<file path="src/rtl/fft_mem_ctl_if.sv">
// Register-manager bus of the 64-point FFT sequencer.
// Carries the 1x8 line port (read/write, shared line address) and the
// 1x1 cell port (read/write, x/y address). Signal suffixes are as seen
// from the sequencer: *_o driven by the master, *_i returned by the slave.
interface fft_mem_ctl_if #(
  parameter int DATA_WD = 32
);
  // 1x8 line port
  logic                   dim_1x8_o;
  logic [2:0]             adr_1x8_o;
  logic                   rd_val_1x8_o;
  logic                   rd_val_1x8_i;
  logic [8*DATA_WD-1:0]   rd_dat_1x8_i;
  logic                   wr_val_1x8_o;
  logic [8*DATA_WD-1:0]   wr_dat_1x8_o;

  // 1x1 cell port
  logic [2:0]             adr_x_1x1_o;
  logic [2:0]             adr_y_1x1_o;
  logic                   rd_val_1x1_o;
  logic                   rd_val_1x1_i;
  logic [DATA_WD-1:0]     rd_dat_1x1_i;
  logic                   wr_val_1x1_o;
  logic [DATA_WD-1:0]     wr_dat_1x1_o;

  // Sequencer side
  modport master (
    output dim_1x8_o, adr_1x8_o, rd_val_1x8_o, wr_val_1x8_o, wr_dat_1x8_o,
    input  rd_val_1x8_i, rd_dat_1x8_i,
    output adr_x_1x1_o, adr_y_1x1_o, rd_val_1x1_o, wr_val_1x1_o, wr_dat_1x1_o,
    input  rd_val_1x1_i, rd_dat_1x1_i
  );

  // Register-manager side
  modport slave (
    input  dim_1x8_o, adr_1x8_o, rd_val_1x8_o, wr_val_1x8_o, wr_dat_1x8_o,
    output rd_val_1x8_i, rd_dat_1x8_i,
    input  adr_x_1x1_o, adr_y_1x1_o, rd_val_1x1_o, wr_val_1x1_o, wr_dat_1x1_o,
    output rd_val_1x1_i, rd_dat_1x1_i
  );
endinterface

</file>
<file path="src/rtl/fft_mem_ctl.sv">
// fft_mem_ctl: frame sequencer for a 64-point base-8 FFT.
// Loads 64 samples into the 8x8 register manager over the 1x1 port, runs
// two passes of eight line butterflies (pass 0 on columns, pass 1 on rows)
// through the 1x8 port and an external fft8 engine, then streams the 64
// results back out over the 1x1 port.
// Optional feature macro: FFT_CTL_DIGITREV_EN
//   defined   -> results leave in natural frequency order
//   undefined -> results leave in raw digit-reversed order
module fft_mem_ctl #(
  parameter int DATA_WD = 32
) (
  input  logic                 clk,
  input  logic                 rst_n,

  // Sample stream
  input  logic                 start_i,
  input  logic                 dat_val_i,
  input  logic [DATA_WD-1:0]   dat_i,
  output logic                 dat_val_o,
  output logic [DATA_WD-1:0]   dat_o,
  output logic                 busy_o,
  output logic                 done_o,

  // Register manager
  fft_mem_ctl_if.master        mem,

  // Butterfly engine
  output logic                 bfy_val_o,
  output logic [8*DATA_WD-1:0] bfy_dat_o,
  output logic                 bfy_pass_o,
  output logic [2:0]           bfy_idx_o,
  input  logic                 bfy_val_i,
  input  logic [8*DATA_WD-1:0] bfy_dat_i
);

  typedef enum logic [2:0] {
    ST_IDLE  = 3'd0,
    ST_LOAD  = 3'd1,
    ST_P0_RD = 3'd2,
    ST_P0_WT = 3'd3,
    ST_P1_RD = 3'd4,
    ST_P1_WT = 3'd5,
    ST_DUMP  = 3'd6,
    ST_DONE  = 3'd7
  } state_t;

  localparam logic [5:0] CNT_LAST  = 6'd63;
  localparam logic [2:0] LINE_LAST = 3'd7;

  state_t       state_r, state_s;
  logic [5:0]   cnt_r,   cnt_s;    // sample index n in LOAD, output index m in DUMP
  logic [2:0]   line_r,  line_s;   // line within the current pass
  logic         sent_r,  sent_s;   // current line handed to the engine, awaiting result
  logic         tail_r,  tail_s;   // DUMP: all 64 requests issued, last data in flight
  logic [5:0]   dump_xy_s;         // {y, x} cell address used while dumping

  // Cell visited for output index m; returns {adr_y, adr_x}.
  function automatic logic [5:0] dump_xy(input logic [5:0] m);
`ifdef FFT_CTL_DIGITREV_EN
    // x = m[5:3], y = m[2:0]: transposed read gives natural order
    return {m[2:0], m[5:3]};
`else
    // x = m[2:0], y = m[5:3]: same mapping as the load, digit-reversed order
    return m;
`endif
  endfunction

  // State and counter registers
  always_ff @(posedge clk or negedge rst_n) begin
    if (!rst_n) begin
      state_r <= ST_IDLE;
      cnt_r   <= 6'd0;
      line_r  <= 3'd0;
      sent_r  <= 1'b0;
      tail_r  <= 1'b0;
    end else begin
      state_r <= state_s;
      cnt_r   <= cnt_s;
      line_r  <= line_s;
      sent_r  <= sent_s;
      tail_r  <= tail_s;
    end
  end

  // Next-state and counter update
  always_comb begin
    state_s = state_r;
    cnt_s   = cnt_r;
    line_s  = line_r;
    sent_s  = sent_r;
    tail_s  = tail_r;
    case (state_r)
      ST_IDLE: begin
        if (start_i) begin
          state_s = ST_LOAD;
          cnt_s   = 6'd0;
          line_s  = 3'd0;
          sent_s  = 1'b0;
          tail_s  = 1'b0;
        end else begin
          state_s = ST_IDLE;
        end
      end
      ST_LOAD: begin
        if (dat_val_i) begin
          if (cnt_r == CNT_LAST) begin
            state_s = ST_P0_RD;
            cnt_s   = 6'd0;
          end else begin
            cnt_s   = cnt_r + 6'd1;
          end
        end else begin
          cnt_s = cnt_r;
        end
      end
      ST_P0_RD: begin
        state_s = ST_P0_WT;
        sent_s  = 1'b0;
      end
      ST_P1_RD: begin
        state_s = ST_P1_WT;
        sent_s  = 1'b0;
      end
      ST_P0_WT, ST_P1_WT: begin
        if (!sent_r) begin
          // waiting for the line to come back from the register manager
          if (mem.rd_val_1x8_i) begin
            sent_s = 1'b1;
          end else begin
            sent_s = 1'b0;
          end
        end else if (bfy_val_i) begin
          // engine result written back this cycle; move to the next line
          sent_s = 1'b0;
          if (line_r == LINE_LAST) begin
            line_s  = 3'd0;
            state_s = (state_r == ST_P0_WT) ? ST_P1_RD : ST_DUMP;
            cnt_s   = 6'd0;
            tail_s  = 1'b0;
          end else begin
            line_s  = line_r + 3'd1;
            state_s = (state_r == ST_P0_WT) ? ST_P0_RD : ST_P1_RD;
          end
        end else begin
          sent_s = sent_r;
        end
      end
      ST_DUMP: begin
        if (!tail_r) begin
          if (cnt_r == CNT_LAST) begin
            tail_s = 1'b1;
            cnt_s  = 6'd0;
          end else begin
            cnt_s  = cnt_r + 6'd1;
          end
        end else begin
          // one extra cycle lets the last read data pass through
          tail_s  = 1'b0;
          state_s = ST_DONE;
        end
      end
      ST_DONE: begin
        state_s = ST_IDLE;
      end
      default: begin
        state_s = ST_IDLE;
        cnt_s   = 6'd0;
        line_s  = 3'd0;
        sent_s  = 1'b0;
        tail_s  = 1'b0;
      end
    endcase
  end

  assign dump_xy_s = dump_xy(cnt_r);

  // Bus, engine and stream outputs decoded from state and returning data
  always_comb begin
    mem.dim_1x8_o    = 1'b0;
    mem.adr_1x8_o    = 3'd0;
    mem.rd_val_1x8_o = 1'b0;
    mem.wr_val_1x8_o = 1'b0;
    mem.wr_dat_1x8_o = '0;
    mem.adr_x_1x1_o  = 3'd0;
    mem.adr_y_1x1_o  = 3'd0;
    mem.rd_val_1x1_o = 1'b0;
    mem.wr_val_1x1_o = 1'b0;
    mem.wr_dat_1x1_o = '0;
    bfy_val_o        = 1'b0;
    bfy_dat_o        = '0;
    bfy_pass_o       = 1'b0;
    bfy_idx_o        = 3'd0;
    dat_val_o        = 1'b0;
    dat_o            = '0;
    busy_o           = 1'b0;
    done_o           = 1'b0;
    case (state_r)
      ST_IDLE: begin
        busy_o = 1'b0;
      end
      ST_LOAD: begin
        busy_o = 1'b1;
        if (dat_val_i) begin
          mem.wr_val_1x1_o = 1'b1;
          mem.adr_x_1x1_o  = cnt_r[2:0];
          mem.adr_y_1x1_o  = cnt_r[5:3];
          mem.wr_dat_1x1_o = dat_i;
        end else begin
          mem.wr_val_1x1_o = 1'b0;
        end
      end
      ST_P0_RD, ST_P1_RD: begin
        busy_o           = 1'b1;
        mem.dim_1x8_o    = (state_r == ST_P1_RD);
        mem.adr_1x8_o    = line_r;
        mem.rd_val_1x8_o = 1'b1;
        bfy_pass_o       = (state_r == ST_P1_RD);
        bfy_idx_o        = line_r;
      end
      ST_P0_WT, ST_P1_WT: begin
        // dim/adr held from the read request through the write-back
        busy_o        = 1'b1;
        mem.dim_1x8_o = (state_r == ST_P1_WT);
        mem.adr_1x8_o = line_r;
        bfy_pass_o    = (state_r == ST_P1_WT);
        bfy_idx_o     = line_r;
        if (!sent_r && mem.rd_val_1x8_i) begin
          bfy_val_o = 1'b1;
          bfy_dat_o = mem.rd_dat_1x8_i;
        end else if (sent_r && bfy_val_i) begin
          mem.wr_val_1x8_o = 1'b1;
          mem.wr_dat_1x8_o = bfy_dat_i;
        end else begin
          bfy_val_o = 1'b0;
        end
      end
      ST_DUMP: begin
        busy_o = 1'b1;
        if (!tail_r) begin
          mem.rd_val_1x1_o = 1'b1;
          mem.adr_x_1x1_o  = dump_xy_s[2:0];
          mem.adr_y_1x1_o  = dump_xy_s[5:3];
        end else begin
          mem.rd_val_1x1_o = 1'b0;
        end
        if (mem.rd_val_1x1_i) begin
          dat_val_o = 1'b1;
          dat_o     = mem.rd_dat_1x1_i;
        end else begin
          dat_val_o = 1'b0;
        end
      end
      ST_DONE: begin
        busy_o = 1'b0;
        done_o = 1'b1;
      end
      default: begin
        busy_o = 1'b0;
      end
    endcase
  end

endmodule
</file>
<file path="src/flat_wrapper.sv">
// flat-port wrapper written by rule: the top's interface ports become plain ports
module fft_mem_ctl_flat 
#(
  parameter int DATA_WD = 32
)
  (clk, rst_n, start_i, dat_val_i, dat_i, dat_val_o, dat_o, busy_o, done_o, bfy_val_o, bfy_dat_o, bfy_pass_o, bfy_idx_o, bfy_val_i, bfy_dat_i, mem_dim_1x8_o, mem_adr_1x8_o, mem_rd_val_1x8_o, mem_wr_val_1x8_o, mem_wr_dat_1x8_o, mem_rd_val_1x8_i, mem_rd_dat_1x8_i, mem_adr_x_1x1_o, mem_adr_y_1x1_o, mem_rd_val_1x1_o, mem_wr_val_1x1_o, mem_wr_dat_1x1_o, mem_rd_val_1x1_i, mem_rd_dat_1x1_i);
  fft_mem_ctl_if #(.DATA_WD(DATA_WD)) mem_i ();
  input  logic clk;
  input  logic rst_n;
  input  logic start_i;
  input  logic dat_val_i;
  input  logic [DATA_WD-1:0] dat_i;
  output logic dat_val_o;
  output logic [DATA_WD-1:0] dat_o;
  output logic busy_o;
  output logic done_o;
  output logic bfy_val_o;
  output logic [8*DATA_WD-1:0] bfy_dat_o;
  output logic bfy_pass_o;
  output logic [2:0] bfy_idx_o;
  input  logic bfy_val_i;
  input  logic [8*DATA_WD-1:0] bfy_dat_i;
  output wire logic [$bits(mem_i.dim_1x8_o)-1:0] mem_dim_1x8_o;
  output wire logic [$bits(mem_i.adr_1x8_o)-1:0] mem_adr_1x8_o;
  output wire logic [$bits(mem_i.rd_val_1x8_o)-1:0] mem_rd_val_1x8_o;
  output wire logic [$bits(mem_i.wr_val_1x8_o)-1:0] mem_wr_val_1x8_o;
  output wire logic [$bits(mem_i.wr_dat_1x8_o)-1:0] mem_wr_dat_1x8_o;
  input wire logic [$bits(mem_i.rd_val_1x8_i)-1:0] mem_rd_val_1x8_i;
  input wire logic [$bits(mem_i.rd_dat_1x8_i)-1:0] mem_rd_dat_1x8_i;
  output wire logic [$bits(mem_i.adr_x_1x1_o)-1:0] mem_adr_x_1x1_o;
  output wire logic [$bits(mem_i.adr_y_1x1_o)-1:0] mem_adr_y_1x1_o;
  output wire logic [$bits(mem_i.rd_val_1x1_o)-1:0] mem_rd_val_1x1_o;
  output wire logic [$bits(mem_i.wr_val_1x1_o)-1:0] mem_wr_val_1x1_o;
  output wire logic [$bits(mem_i.wr_dat_1x1_o)-1:0] mem_wr_dat_1x1_o;
  input wire logic [$bits(mem_i.rd_val_1x1_i)-1:0] mem_rd_val_1x1_i;
  input wire logic [$bits(mem_i.rd_dat_1x1_i)-1:0] mem_rd_dat_1x1_i;
  assign mem_dim_1x8_o = mem_i.dim_1x8_o;
  assign mem_adr_1x8_o = mem_i.adr_1x8_o;
  assign mem_rd_val_1x8_o = mem_i.rd_val_1x8_o;
  assign mem_wr_val_1x8_o = mem_i.wr_val_1x8_o;
  assign mem_wr_dat_1x8_o = mem_i.wr_dat_1x8_o;
  assign mem_i.rd_val_1x8_i = mem_rd_val_1x8_i;
  assign mem_i.rd_dat_1x8_i = mem_rd_dat_1x8_i;
  assign mem_adr_x_1x1_o = mem_i.adr_x_1x1_o;
  assign mem_adr_y_1x1_o = mem_i.adr_y_1x1_o;
  assign mem_rd_val_1x1_o = mem_i.rd_val_1x1_o;
  assign mem_wr_val_1x1_o = mem_i.wr_val_1x1_o;
  assign mem_wr_dat_1x1_o = mem_i.wr_dat_1x1_o;
  assign mem_i.rd_val_1x1_i = mem_rd_val_1x1_i;
  assign mem_i.rd_dat_1x1_i = mem_rd_dat_1x1_i;
  fft_mem_ctl #(.DATA_WD(DATA_WD)) u_core (.clk(clk), .rst_n(rst_n), .start_i(start_i), .dat_val_i(dat_val_i), .dat_i(dat_i), .dat_val_o(dat_val_o), .dat_o(dat_o), .busy_o(busy_o), .done_o(done_o), .mem(mem_i), .bfy_val_o(bfy_val_o), .bfy_dat_o(bfy_dat_o), .bfy_pass_o(bfy_pass_o), .bfy_idx_o(bfy_idx_o), .bfy_val_i(bfy_val_i), .bfy_dat_i(bfy_dat_i));
endmodule
</file>
<file path="config.mk">
export PLATFORM = sky130hd
export DESIGN_NAME = fft_mem_ctl_flat
export DESIGN_NICKNAME = d
export VERILOG_FILES = /design/src/rtl/fft_mem_ctl_if.sv /design/src/rtl/fft_mem_ctl.sv /design/src/flat_wrapper.sv
export SDC_FILE = /design/constraint.sdc
export NUM_CORES = 1
export LEC_CHECK = 0
export CORE_AREA = 2 2 461 463
export DETAILED_ROUTE_END_ITERATION = 8
export DIE_AREA = 0 0 463 465
export PLACE_DENSITY_LB_ADDON = 0.15
export SKIP_CTS_REPAIR_TIMING = 1
export SYNTH_ARGS = -nofsm -noshare
export SYNTH_HDL_FRONTEND = slang
export SYNTH_SLANG_ARGS = --single-unit
</file>
<file path="constraint.sdc">
create_clock -name clk -period 5.7 [get_ports clk]
set_input_delay 1.425 -clock clk [delete_from_list [all_inputs] [get_ports clk]]
set_output_delay 1.425 -clock clk [all_outputs]
set_load 0.005 [all_outputs]
</file>
After elaboration in Yosys (flattened, before gate mapping) --
Cells that the tools add are included. W data, S select, Z words.
Storage, ports and cells: register bits after elaboration 14, bits in latches 0, RAM bits 0, memory bits (read-only) 0, input bits 583, output and inout port bits 598, word-level logic and storage cells 107, memories 0
Operators by class: $add $sub $neg 2, $mul 0, div/mod/pow operators 0, magnitude comparators 0, equal/unequal tests 17, shifts and indexed selects 0, muxes and demuxes 65, bitwise operators 0, reduce and logical (&&, ||, !) cells 18
Operator list (number):
- $mux W256 | 5
- $mux W32 | 4
- $mux W3 | 16
- $mux W6 | 7
- $pmux W6 S4 | 1
- $mux W1 | 23
- $pmux W3 S7 | 1
- $pmux W3 S2 | 3
- $eq A3 B3 Y1 const B | 5
- $reduce_and A5 Y1 | 2
- $ne A2 B1 Y1 const B | 4
- $ne A2 B2 Y1 const B | 4
- $reduce_and A7 Y1 | 1
- $add A6 B1 Y6 const B | 1
- $eq A3 B2 Y1 const B | 2
- $eq A6 B6 Y1 const B | 1
- $pmux W1 S3 | 2
- $reduce_bool A3 Y1 | 2
- $reduce_or A2 Y1 | 3
- $reduce_or A6 Y1 | 1
- $pmux W1 S2 | 2
- $reduce_and A4 Y1 | 1
- $reduce_bool A4 Y1 | 1
- $reduce_or A4 Y1 | 1
- other kinds (8) | 9

Logic depth before layout (Yosys ltp) --
word-level depth 6, mapped depth 8, mapped depth without buffers 7

Worst setup path after synthesis --
Ideal clock, no wire load.
path kind input -> output, start input dat_val_i, end output mem_wr_dat_1x1_o[22], arrival 2.172 ns, path slack 2.103 ns, stages 4, buffers on the path 1, cell sequence mux2i_1 > nor4_4 > clkbuf_1 > and2_1
On the way: longest elaborated chain between the ends 2
RTL lines:
- start, declared | line flat_wrapper.sv:11 | input logic dat_val_i;
- $mux W32 | line fft_mem_ctl.sv:203 | if (dat_val_i) begin
- $mux W32 | line fft_mem_ctl.sv:197 | case (state_r)
- end, declared | line flat_wrapper.sv:34 | output wire logic [$bits(mem_i.wr_dat_1x1_o)-1:0] mem_wr_dat_1x1_o;
No other way between the ends.

Worst setup path in the final report --
start input mem_rd_val_1x8_i, end output bfy_dat_o[118]
On the way: longest elaborated chain between the ends 3
RTL lines:
- start, declared | line flat_wrapper.sv:28 | input wire logic [$bits(mem_i.rd_val_1x8_i)-1:0] mem_rd_val_1x8_i;
- $logic_and A1 B1 Y1 | line fft_mem_ctl.sv:227 | if (!sent_r && mem.rd_val_1x8_i) begin
- $mux W256 | line fft_mem_ctl.sv:227
- $mux W256 | line fft_mem_ctl.sv:197
- end, declared | line flat_wrapper.sv:18 | output logic [8*DATA_WD-1:0] bfy_dat_o;
No other way between the ends.

==> flow_metrics.py <==
metrics = {
    "drt": {
        "wire_per_inst_microns": 35.8,
        "drc": 0,
        "wirelength_microns": 172000,
        "drt_first_pass_iters": 4,
        "via_per_inst": 2.43,
        "drtIter0Drc": 409,
        "ant_nets": 0,
        "vias": 11700,
    },
    "hold_path": {
        "min_from": "u_core.line_r[1]$_DFFE_PN0P_",
        "hold_class": "flop to flop",
    },
    "global_route": {
        "grt_pass1_wl_microns": 200000,
        "antenna_found_initial": 295,
        "grtUsageTotal": 0.153,
        "grt.overflow.total": 0,
        "grt_start_max_net_pins": 84,
        "first_global_vias": 11400,
    },
    "place": {
        "dpl.hpwl_microns": 162000,
        "gp_congestion": 0.843,
        "dp.cells": 4725,
        "portBuffers": 1180,
    },
    "final_layout": {
        "fin_cells": 4796,
        "fin_nets": 2495,
        "final_common_cell": "clkdlybuf4s50_1",
        "layout-drive-gt1-share": 0.0351,
        "syn_to_final_growth_pct": 312,
        "mostFrequentLayoutCells": "clkdlybuf4s50_1 (1151), and2_1 (581), buf_12 (26)",
    },
    "power": {
        "powerDensity_nw_per_um2": 196,
        "peakVddDrop_v": 0.000106,
        "leakage_uw": 0.00678,
    },
    "setup_path": {
        "r2r-start": "u_core.state_r[2]$_DFFE_PN0P_",
        "crit_start": "mem_rd_val_1x8_i",
        "required_ps": 4280,
        "cp-start-kind": "input pin",
        "cp-end-kind": "output pin",
        "critPathKind": "input pin to output pin",
        "cp.arrival_ps": 3840,
        "cp_max_fo": 26,
    },
    "logic_synthesis": {
        "synthCells": 776,
        "post_synth.cell_area_avg_sq_um": 6.47,
        "ys_ff_latch": 14,
        "ys_warn_count": 0,
        "yosysSeqAreaShare": 0.0698,
        "yosysUniqueCellTypes": 48,
        "syn_nets": 1362,
        "synth.cell_area_sq_um": 5020,
    },
    "sta": {
        "worst_pin_slew_ps": 837,
        "finalHoldViolations": 0,
        "slew_headroom": 0.441,
        "tns_ps": 0,
        "fin_crit_sh": 0.923,
        "clock_skew_ps": 4.88,
        "slew_viol_final": 0,
        "setup_viol": 0,
        "clock.fmax_mhz": 190,
        "period_needed_ps": 5260,
        "rsz0062_at_grt": "no",
    },
    "clock_tree": {
        "cts_buffer_depth": 2,
        "cts_htree_levels": 1,
        "clkLatencyLatePin_ps": 250,
        "cts_root_buffer": "clkbuf_16",
        "cts.clk_slew.worst_paths_ps": 50,
        "clock_sinks": 14,
        "cts_inserted_buffers": 3,
        "tritoncts": "yes",
    },
    "floorplan": {
        "coreArea_sq_um": 211000,
        "start_util": 0.0238,
        "rows": 169,
        "die_area_sq_um": 215000,
        "dieWidth_microns": 463,
        "io_pins": 1181,
        "die_y_microns": 465,
    },
    "run_status": {
        "outcome": "complete, no violations",
    },
    "flow_run": {
        "cap_violations": 0,
    },
}
-- Yosys cell counts (all sizes together) --
cell type	n	area share
a211o	1	0.0017
a211oi	1	0.0015
a21boi	1	0.0015
a21oi	1	0.0010
a221oi	1	0.0017
a22o	1	0.0017
a2bb2oi	2	0.0035
a31o	1	0.0017
a31oi	1	0.0012
a32o	2	0.0040
a32oi	1	0.0017
and2	581	0.72
and3	3	0.0037
and3b	1	0.0017
buf	38	0.041
clkbuf	36	0.028
dfrtp	14	0.070
ha	3	0.0075
inv	8	0.0060
mux2	3	0.0067
mux2i	1	0.0020
nand2	13	0.010
nand2b	2	0.0025
nand3	8	0.0080
nand3b	1	0.0015
nand4	2	0.0025
nor2	15	0.012
nor2b	3	0.0037
nor3	6	0.0060
nor3b	4	0.0082
nor4	2	0.0055
o211ai	2	0.0030
o21ai	10	0.010
o22a	1	0.0017
o31ai	2	0.0040
or2	1	0.0012
or3	1	0.0012
or3b	1	0.0017
xor2	1	0.0055
-- routing by layer --
layer	up-vias	wire [microns]	share of wire	global-route usage
met5	-	852	0.0050	0
met2	1200	76500	0.45	0.248
met3	402	24500	0.14	0.0908
met1	5255	66900	0.39	0.179
li1	4695	-	-	-
met4	124	3130	0.018	0.0102
-- worst paths after layout --
path                                                 end  slack, ps  depth (start not counted)
max                                       bfy_dat_o[118]        440                          7
min reg2reg                 u_core.line_r[1]$_DFFE_PN0P_        530                          1
min                         u_core.line_r[1]$_DFFE_PN0P_        530                          1
max reg2reg                u_core.state_r[1]$_DFFE_PN0P_       3350                          6
min in group asynchronous    u_core.cnt_r[4]$_DFFE_PN0P_       1620                          1
max in group asynchronous  u_core.state_r[1]$_DFFE_PN0P_       3610                          1
-- cell type report --
type,instances,area [sq um]
fill,24600,190000
timing repair buffer,1202,12200
multi-input combinational,680,4300
tap,2821,3530
sequential,14,350
antenna,67,168
clock buffer,4,88.8
inverter,8,30.0
-- stage by stage --
stage | setup slack, ps | hold WS, ps | instance area, sq um | total power, uW | util
2_1_floorplan | 2100 | 498 | 5020 | 1240 | -
3_3_place_gp | 314 | 523 | 20400 | 4100 | 0.0969
3_5_place_dp | 369 | 525 | 20400 | 4000 | 0.0969
4_1_cts | 351 | 536 | 20500 | 4210 | 0.0974
5_1_grt | 303 | 566 | 20500 | 4340 | 0.0975
6_report | 436 | 528 | 20700 | 4050 | 0.0982
-- cells by family (layout without fill, tap and decap cells) --
logic type      count (synthesis)  in the layout  synth area share
compound gates                 28             28            0.0401
xor+xnor                        1              1           0.00548
fa+ha+maj                       3              3           0.00748
buf+inv                        82           1214            0.0750
flops                          14             14            0.0698
mux                             4              4           0.00872
other cells                     0             67                 0
simple gates                  644            644             0.793
-- registers in the layout, indices dropped and copies added (netlist names) --
signal          count
u_core.cnt_r        6
u_core.tail_r       1
u_core.sent_r       1
u_core.line_r       3
u_core.state_r      3
-- critical path, stage by stage --
cell	delay, ps
clkdlybuf4s50_1	500
nor3b_4	300
buf_12	220
buf_4	280
buf_4	300
and2_1	230
clkdlybuf4s50_1	540
-- report_power, final --
group          internal (uW)  switching, uW
Sequential               135           42.4
Clock                    107           44.8
Combinational           1950           1760
No activity file was read; power rests on OpenSTA's default activity.
